[src/rtl/cr_kme_fifo_beat_unpacker.sv]
// Drains 83-bit KME FIFO entries and splits each 64-bit payload into one or two
// 32-bit beats on a registered valid/ready port, with framing checks and a frame counter.
module cr_kme_fifo_beat_unpacker #(
  parameter int CNT_W = 16
) (
  input  logic             clk,
  input  logic             rst,
  input  logic [82:0]      fifo_out,
  input  logic             fifo_out_valid,
  output logic             fifo_out_ack,
  output logic [31:0]      beat_data,
  output logic [1:0]       beat_bytes,
  output logic             beat_sot,
  output logic             beat_eot,
  output logic [7:0]       beat_tid,
  output logic             beat_valid,
  input  logic             beat_ready,
  output logic             proto_err,
  output logic [CNT_W-1:0] frame_cnt
);

  localparam logic [0:0] HALF_LO = 1'b0;
  localparam logic [0:0] HALF_HI = 1'b1;

  logic        in_sot;
  logic        in_eot;
  logic [7:0]  in_tid;
  logic [2:0]  in_nbytes_m1;
  logic [63:0] in_data;
  logic        unused_bits;

  assign in_sot       = fifo_out[82];
  assign in_eot       = fifo_out[81];
  assign in_tid       = fifo_out[80:73];
  assign in_nbytes_m1 = fifo_out[66:64];
  assign in_data      = fifo_out[63:0];
  assign unused_bits  = ^fifo_out[72:67];

  logic [0:0]  half;
  logic [0:0]  half_nxt;
  logic        in_frame;
  logic        in_frame_nxt;
  logic        load_ok;
  logic        one_beat;
  logic        orphan;
  logic        load_lo;
  logic        load_hi;
  logic        nested;

  logic [31:0] beat_data_nxt;
  logic [1:0]  beat_bytes_nxt;
  logic        beat_sot_nxt;
  logic        beat_eot_nxt;
  logic [7:0]  beat_tid_nxt;
  logic        beat_valid_nxt;

  assign load_ok  = !beat_valid || beat_ready;
  assign one_beat = in_eot && !in_nbytes_m1[2];

  // An orphan entry is discarded even under backpressure so it cannot wedge the FIFO.
  assign orphan  = (half == HALF_LO) && fifo_out_valid && !in_sot && !in_frame;
  assign load_lo = (half == HALF_LO) && fifo_out_valid && !orphan && load_ok;
  assign load_hi = (half == HALF_HI) && fifo_out_valid && load_ok;
  assign nested  = load_lo && in_sot && in_frame;

  // The entry is popped only once its last beat loads, so a reset mid-entry replays it.
  assign fifo_out_ack = !rst && (orphan || (load_lo && one_beat) || load_hi);

  always_comb begin
    // NOTE: every output of this block gets a default first; a path that leaves
    // one unassigned would infer a latch.
    half_nxt       = half;
    in_frame_nxt   = in_frame;
    beat_data_nxt  = beat_data;
    beat_bytes_nxt = beat_bytes;
    beat_sot_nxt   = beat_sot;
    beat_eot_nxt   = beat_eot;
    beat_tid_nxt   = beat_tid;
    beat_valid_nxt = beat_valid;

    if (load_lo) begin
      beat_data_nxt  = in_data[31:0];
      beat_sot_nxt   = in_sot;
      beat_tid_nxt   = in_tid;
      beat_valid_nxt = 1'b1;
      if (one_beat) begin
        beat_eot_nxt   = 1'b1;
        beat_bytes_nxt = in_nbytes_m1[1:0];
        in_frame_nxt   = 1'b0;
      end else begin
        beat_eot_nxt   = 1'b0;
        beat_bytes_nxt = 2'd3;
        half_nxt       = HALF_HI;
        if (in_sot) in_frame_nxt = 1'b1;
      end
    end else if (load_hi) begin
      beat_data_nxt  = in_data[63:32];
      beat_sot_nxt   = 1'b0;
      beat_eot_nxt   = in_eot;
      // A two-beat eot entry has nbytes_m1 >= 4, so nbytes_m1-4 is just its low two bits.
      beat_bytes_nxt = in_eot ? in_nbytes_m1[1:0] : 2'd3;
      beat_tid_nxt   = in_tid;
      beat_valid_nxt = 1'b1;
      half_nxt       = HALF_LO;
      if (in_eot) in_frame_nxt = 1'b0;
    end else if (beat_valid && beat_ready) begin
      beat_valid_nxt = 1'b0;
    end
  end

  always_ff @(posedge clk) begin
    if (rst) begin
      half       <= HALF_LO;
      in_frame   <= 1'b0;
      beat_data  <= '0;
      beat_bytes <= '0;
      beat_sot   <= 1'b0;
      beat_eot   <= 1'b0;
      beat_tid   <= '0;
      beat_valid <= 1'b0;
      proto_err  <= 1'b0;
      frame_cnt  <= '0;
    end else begin
      // NOTE: state uses non-blocking assignments so every register samples
      // pre-edge values regardless of statement order.
      half       <= half_nxt;
      in_frame   <= in_frame_nxt;
      beat_data  <= beat_data_nxt;
      beat_bytes <= beat_bytes_nxt;
      beat_sot   <= beat_sot_nxt;
      beat_eot   <= beat_eot_nxt;
      beat_tid   <= beat_tid_nxt;
      beat_valid <= beat_valid_nxt;
      proto_err  <= orphan || nested;
      if (beat_valid && beat_ready && beat_eot) frame_cnt <= frame_cnt + CNT_W'(1);
    end
  end

endmodule

[config.mk]
export PLATFORM = sky130hd
export DESIGN_NAME = cr_kme_fifo_beat_unpacker
export DESIGN_NICKNAME = d
export VERILOG_FILES = /design/src/rtl/cr_kme_fifo_beat_unpacker.sv
export SDC_FILE = /design/constraint.sdc
export NUM_CORES = 1
export LEC_CHECK = 0
export ABC_CLOCK_PERIOD_IN_PS = 3200
export BUFFER_PORTS_ARGS = -buffer_cell sky130_fd_sc_hd__buf_2
export CORE_MARGIN = 2
export CORE_UTILIZATION = 49
export CTS_BUF_LIST = sky130_fd_sc_hd__clkbuf_4
export CTS_CLUSTER_SIZE = 10
export DETAILED_ROUTE_END_ITERATION = 6
export GPL_TIMING_DRIVEN = 0
export HOLD_SLACK_MARGIN = 0.02
export PLACE_DENSITY = 0.89
export SYNTH_ARGS = -nofsm -noshare
export SYNTH_HDL_FRONTEND = slang
export SYNTH_SLANG_ARGS = --single-unit
[constraint.sdc]
create_clock -name clk -period 3.2 [get_ports clk]
set_input_delay 0.48 -clock clk [delete_from_list [all_inputs] [get_ports clk]]
set_output_delay 0.48 -clock clk [all_outputs]
set_load 0.1 [all_outputs]
==> flow_metrics.env <==
export IMPL_root_buffer="clkbuf_4"
export IMPL_grt_setup_unrepaired="false"
export IMPL_gp_congestion=0.8667
export IMPL_synthAdderAreaFrac_pct=0.4630
export IMPL_grt_pass1_vias=2734
export IMPL_crit_path_start_kind="flip-flop"
export IMPL_maxCapViolations=0
export IMPL_max_slew_margin_pct=45.79
export IMPL_powerDensity_nw_per_um2=548.9
export IMPL_tns_ps=0
export IMPL_areaGrowthSynthToFinish_pct=33.43
export IMPL_hpwl_um=5674
export IMPL_outcome="finished clean"
export IMPL_clock_sinks=64
export IMPL_drc_errors=0
export IMPL_r2r_setup_slack_ps=1360
export IMPL_io_pins=150
export IMPL_r2r_end="beat_data[21]$_SDFFE_PP0P_"
export IMPL_ant_nets=0
export IMPL_clk_pin_slew_worst_paths_ps=90
export IMPL_numCtsBuffers=9
export IMPL_clk_path_buf_depth=2
export IMPL_power_internal_uw=1154
export IMPL_leakage_uw=0.001725
export IMPL_antenna_found_initial=0
export IMPL_syn_cell_area_um2=2703
export IMPL_layout_nets=579
export IMPL_p_sw_share_pct=41.68
export IMPL_final_layout_size_suffix_gt1_share_pct=34.41
export IMPL_grt_usage_pct=24.87
export IMPL_yosys_area_share_simple_pct=22.78
export IMPL_p_switching_uw=824.9
export IMPL_grt_pass1_wl_um=12140
export IMPL_yosysSeqAreaShare_pct=47.41
export IMPL_clk_latency_ps=390
export IMPL_overflow=0
export IMPL_worstSetupPathType="reg -> out"
export IMPL_cp_max_fo=8
export IMPL_wire_per_inst_um=13.33
export IMPL_synth_area_leaders="dfxtp_1 (47%), nand2_1 (13%), a31oi_1 (7.6%)"
export IMPL_pwr_share_comb_pct=33.5
export IMPL_fin_worst_skew_ps=7.946
export IMPL_p_seq_share_pct=44.3
export IMPL_cp_data_arrival_time_ps=1870
export IMPL_min_to="beat_tid[7]$_SDFFE_PP0P_"
export IMPL_fin_hold_ws_ps=320.5
export IMPL_required_ps=2720
export IMPL_diodes=0
export IMPL_ctsHoldBuffers=0
export IMPL_grt_max_degree=11
export IMPL_syn_area_per_cell_um2=7.996
export IMPL_wirelength_um=7547
export IMPL_rr_worst_depth=7
export IMPL_port_buffers=142
export IMPL_syn_nets=426
export IMPL_firstDrtPassIters=5
export IMPL_synth_xor_area_share_pct=3.565
export IMPL_drt_iter0_drc=133
export IMPL_min_delay_start="fifo_out[80]"
export IMPL_post_cts_repair_setup_buffers=0
export IMPL_htree_levels=3
export IMPL_fp_coreArea_um2=5405
export IMPL_ir_drop_mv=0.5322
export IMPL_final_hold_viol_count=0
export IMPL_yosysTopAreaCellShare_pct=47.41
export IMPL_setup_viol=0
export IMPL_yosysTopAreaCell="dfxtp_1"
export IMPL_holdPathStages=3
export IMPL_initial_core_util_pct=50.00
export IMPL_die_y_um=78.27
export IMPL_die_w_um=78.27
export IMPL_viasPerCell=5.307
export IMPL_vias=3004
export IMPL_max_freq_mhz=425.3
export IMPL_worstMarginPinSlew_ps=811.9
export IMPL_cts_resized=0
export IMPL_fin_crit_ps=2351
export IMPL_endpoint_kind="output port"
export IMPL_muxShareOfSynthArea_pct=0.3704
export IMPL_synth_compound_area_share_pct=21.02
export IMPL_r2r_start="in_frame$_SDFFE_PP0P_"
export IMPL_synthCells=338
export IMPL_yosysWarnings=0
export IMPL_synth_top_family_by_area="simple AND/OR/NAND/NOR gates"
export IMPL_drv_slew=0
export IMPL_clockPowerShare_pct=22.2
export IMPL_cts_tree="built"
export IMPL_core_rowCount=27
export IMPL_synth_seq_cells=64
export IMPL_synth_cell_type_count=39
export IMPL_min_path_type="in -> reg"
export IMPL_finalCritPeriodShare_pct=73.47
export IMPL_die_area_um2=6125
## cells in the final DEF, fill, tap and decap left out, types with 3 or more instances in the layout
cell        n
nand3_1     4
nand2_1    90
nor3_1      4
a31oi_1    33
clkbuf_4   12
a21oi_1    15
clkbuf_1   18
dfxtp_1    64
buf_2     147
xor2_1      5
nand4_1     4
or3_1       3
nor2_1     15
xnor2_1     6
inv_1       5
o21ai_0    36
## area by class of cell
type | count | area [um^2]
Fill cell | 450 | 1799
Multi-Input combinational cell | 244 | 1306
Sequential cell | 64 | 1281
Timing Repair Buffer | 142 | 710.7
Buffer | 25 | 100.1
Clock buffer | 12 | 90.09
Tap cell | 72 | 90.09
Inverter | 5 | 18.77
Clock inverter | 2 | 8.758
## worst max-delay path, stage by stage, from the launching register on
cell and delay (ps):
dfxtp_1 360, nand2b_1 90, buf_2 180, and2_1 160, o21ai_0 100, a21oi_2 160, buf_2 440
## worst max-delay path by stage
stage / start / to / slack (ps) / cells past startpoint
after floorplan: beat_valid$_SDFFE_PP0P_ / fifo_out_ack / 590 / 5
after global placement: beat_ready / fifo_out_ack / 1000 / 7
after detailed placement: beat_ready / fifo_out_ack / 990 / 7
after CTS: beat_valid$_SDFFE_PP0P_ / fifo_out_ack / 830 / 6
after global routing: beat_valid$_SDFFE_PP0P_ / fifo_out_ack / 710 / 6
final: beat_valid$_SDFFE_PP0P_ / fifo_out_ack / 850 / 6
## synth_stat cells (all sizes together)
cell and instances:
nand3 4, o211a 1, a31oi 33, and2 1, o21ai 36, nor2 15, o221a 2, o311ai 1
and4 1, nand2b 1, nor3 4, o311a 1, nand4 6, xor2 5, clkbuf 18, xnor2 6
nand2 90, mux2i 1, a31o 1, or3 3, a21oi 16, and3 2, nor4 2, nand3b 1
o211ai 1, and3b 1, ha 1, buf 7, a32oi 1, nor3b 1, nor2b 2, inv 5
dfxtp 64, or4 2, a2bb2oi 2
## power by group through the flow
| stage | logic (uW) | clock network, uW | registers (uW) |
|---|---|---|---|
| global placement | 654 | 0 | 892 |
| global route | 698 | 483 | 883 |
| detailed placement | 662 | 0 | 894 |
| floorplan | 148 | 0 | 1260 |
| CTS | 663 | 446 | 876 |
| finish | 662 | 440 | 877 |
## per-stage QoR
| step | util (%) | power [uW] | std cells | setup WS (ps) | area (um^2) |
|---|---|---|---|---|---|
| final | 66.71 | 1979 | 566 | 848.9 | 3606 |
| after detailed placement | 64.88 | 1556 | 552 | 990.7 | 3507 |
| after global placement | 64.88 | 1547 | 552 | 1004 | 3507 |
| after global routing | 66.71 | 2064 | 566 | 707.4 | 3606 |
| after CTS | 66.71 | 1985 | 566 | 829.5 | 3606 |
| after floorplan | - | 1412 | 338 | 594.5 | 2706 |
## routing by layer
metal	share of wire, %	GRT usage, %	routed length, um	up-vias
met5	0	0	0	-
met4	1.1	10.18	85	0
met3	8.5	8.506	641	6
met2	49	41.55	3682	135
met1	42	29.22	3138	1375
li1	-	-	-	1488
## logic make-up after synthesis
kind of cell,after synthesis
mux,1
xor+xnor,11
fa+ha+maj,1
flops,64
compound gates,95
buf+inv,30
simple gates,136
## flip-flops by register name (all words and copies together), names as in the netlist
register,flops
beat_valid,1
beat_eot,1
beat_tid,8
frame_cnt,16
beat_bytes,2
beat_data,32
proto_err,1
beat_sot,1
in_frame,1
half,1
(Power assumes the default switching activity.)
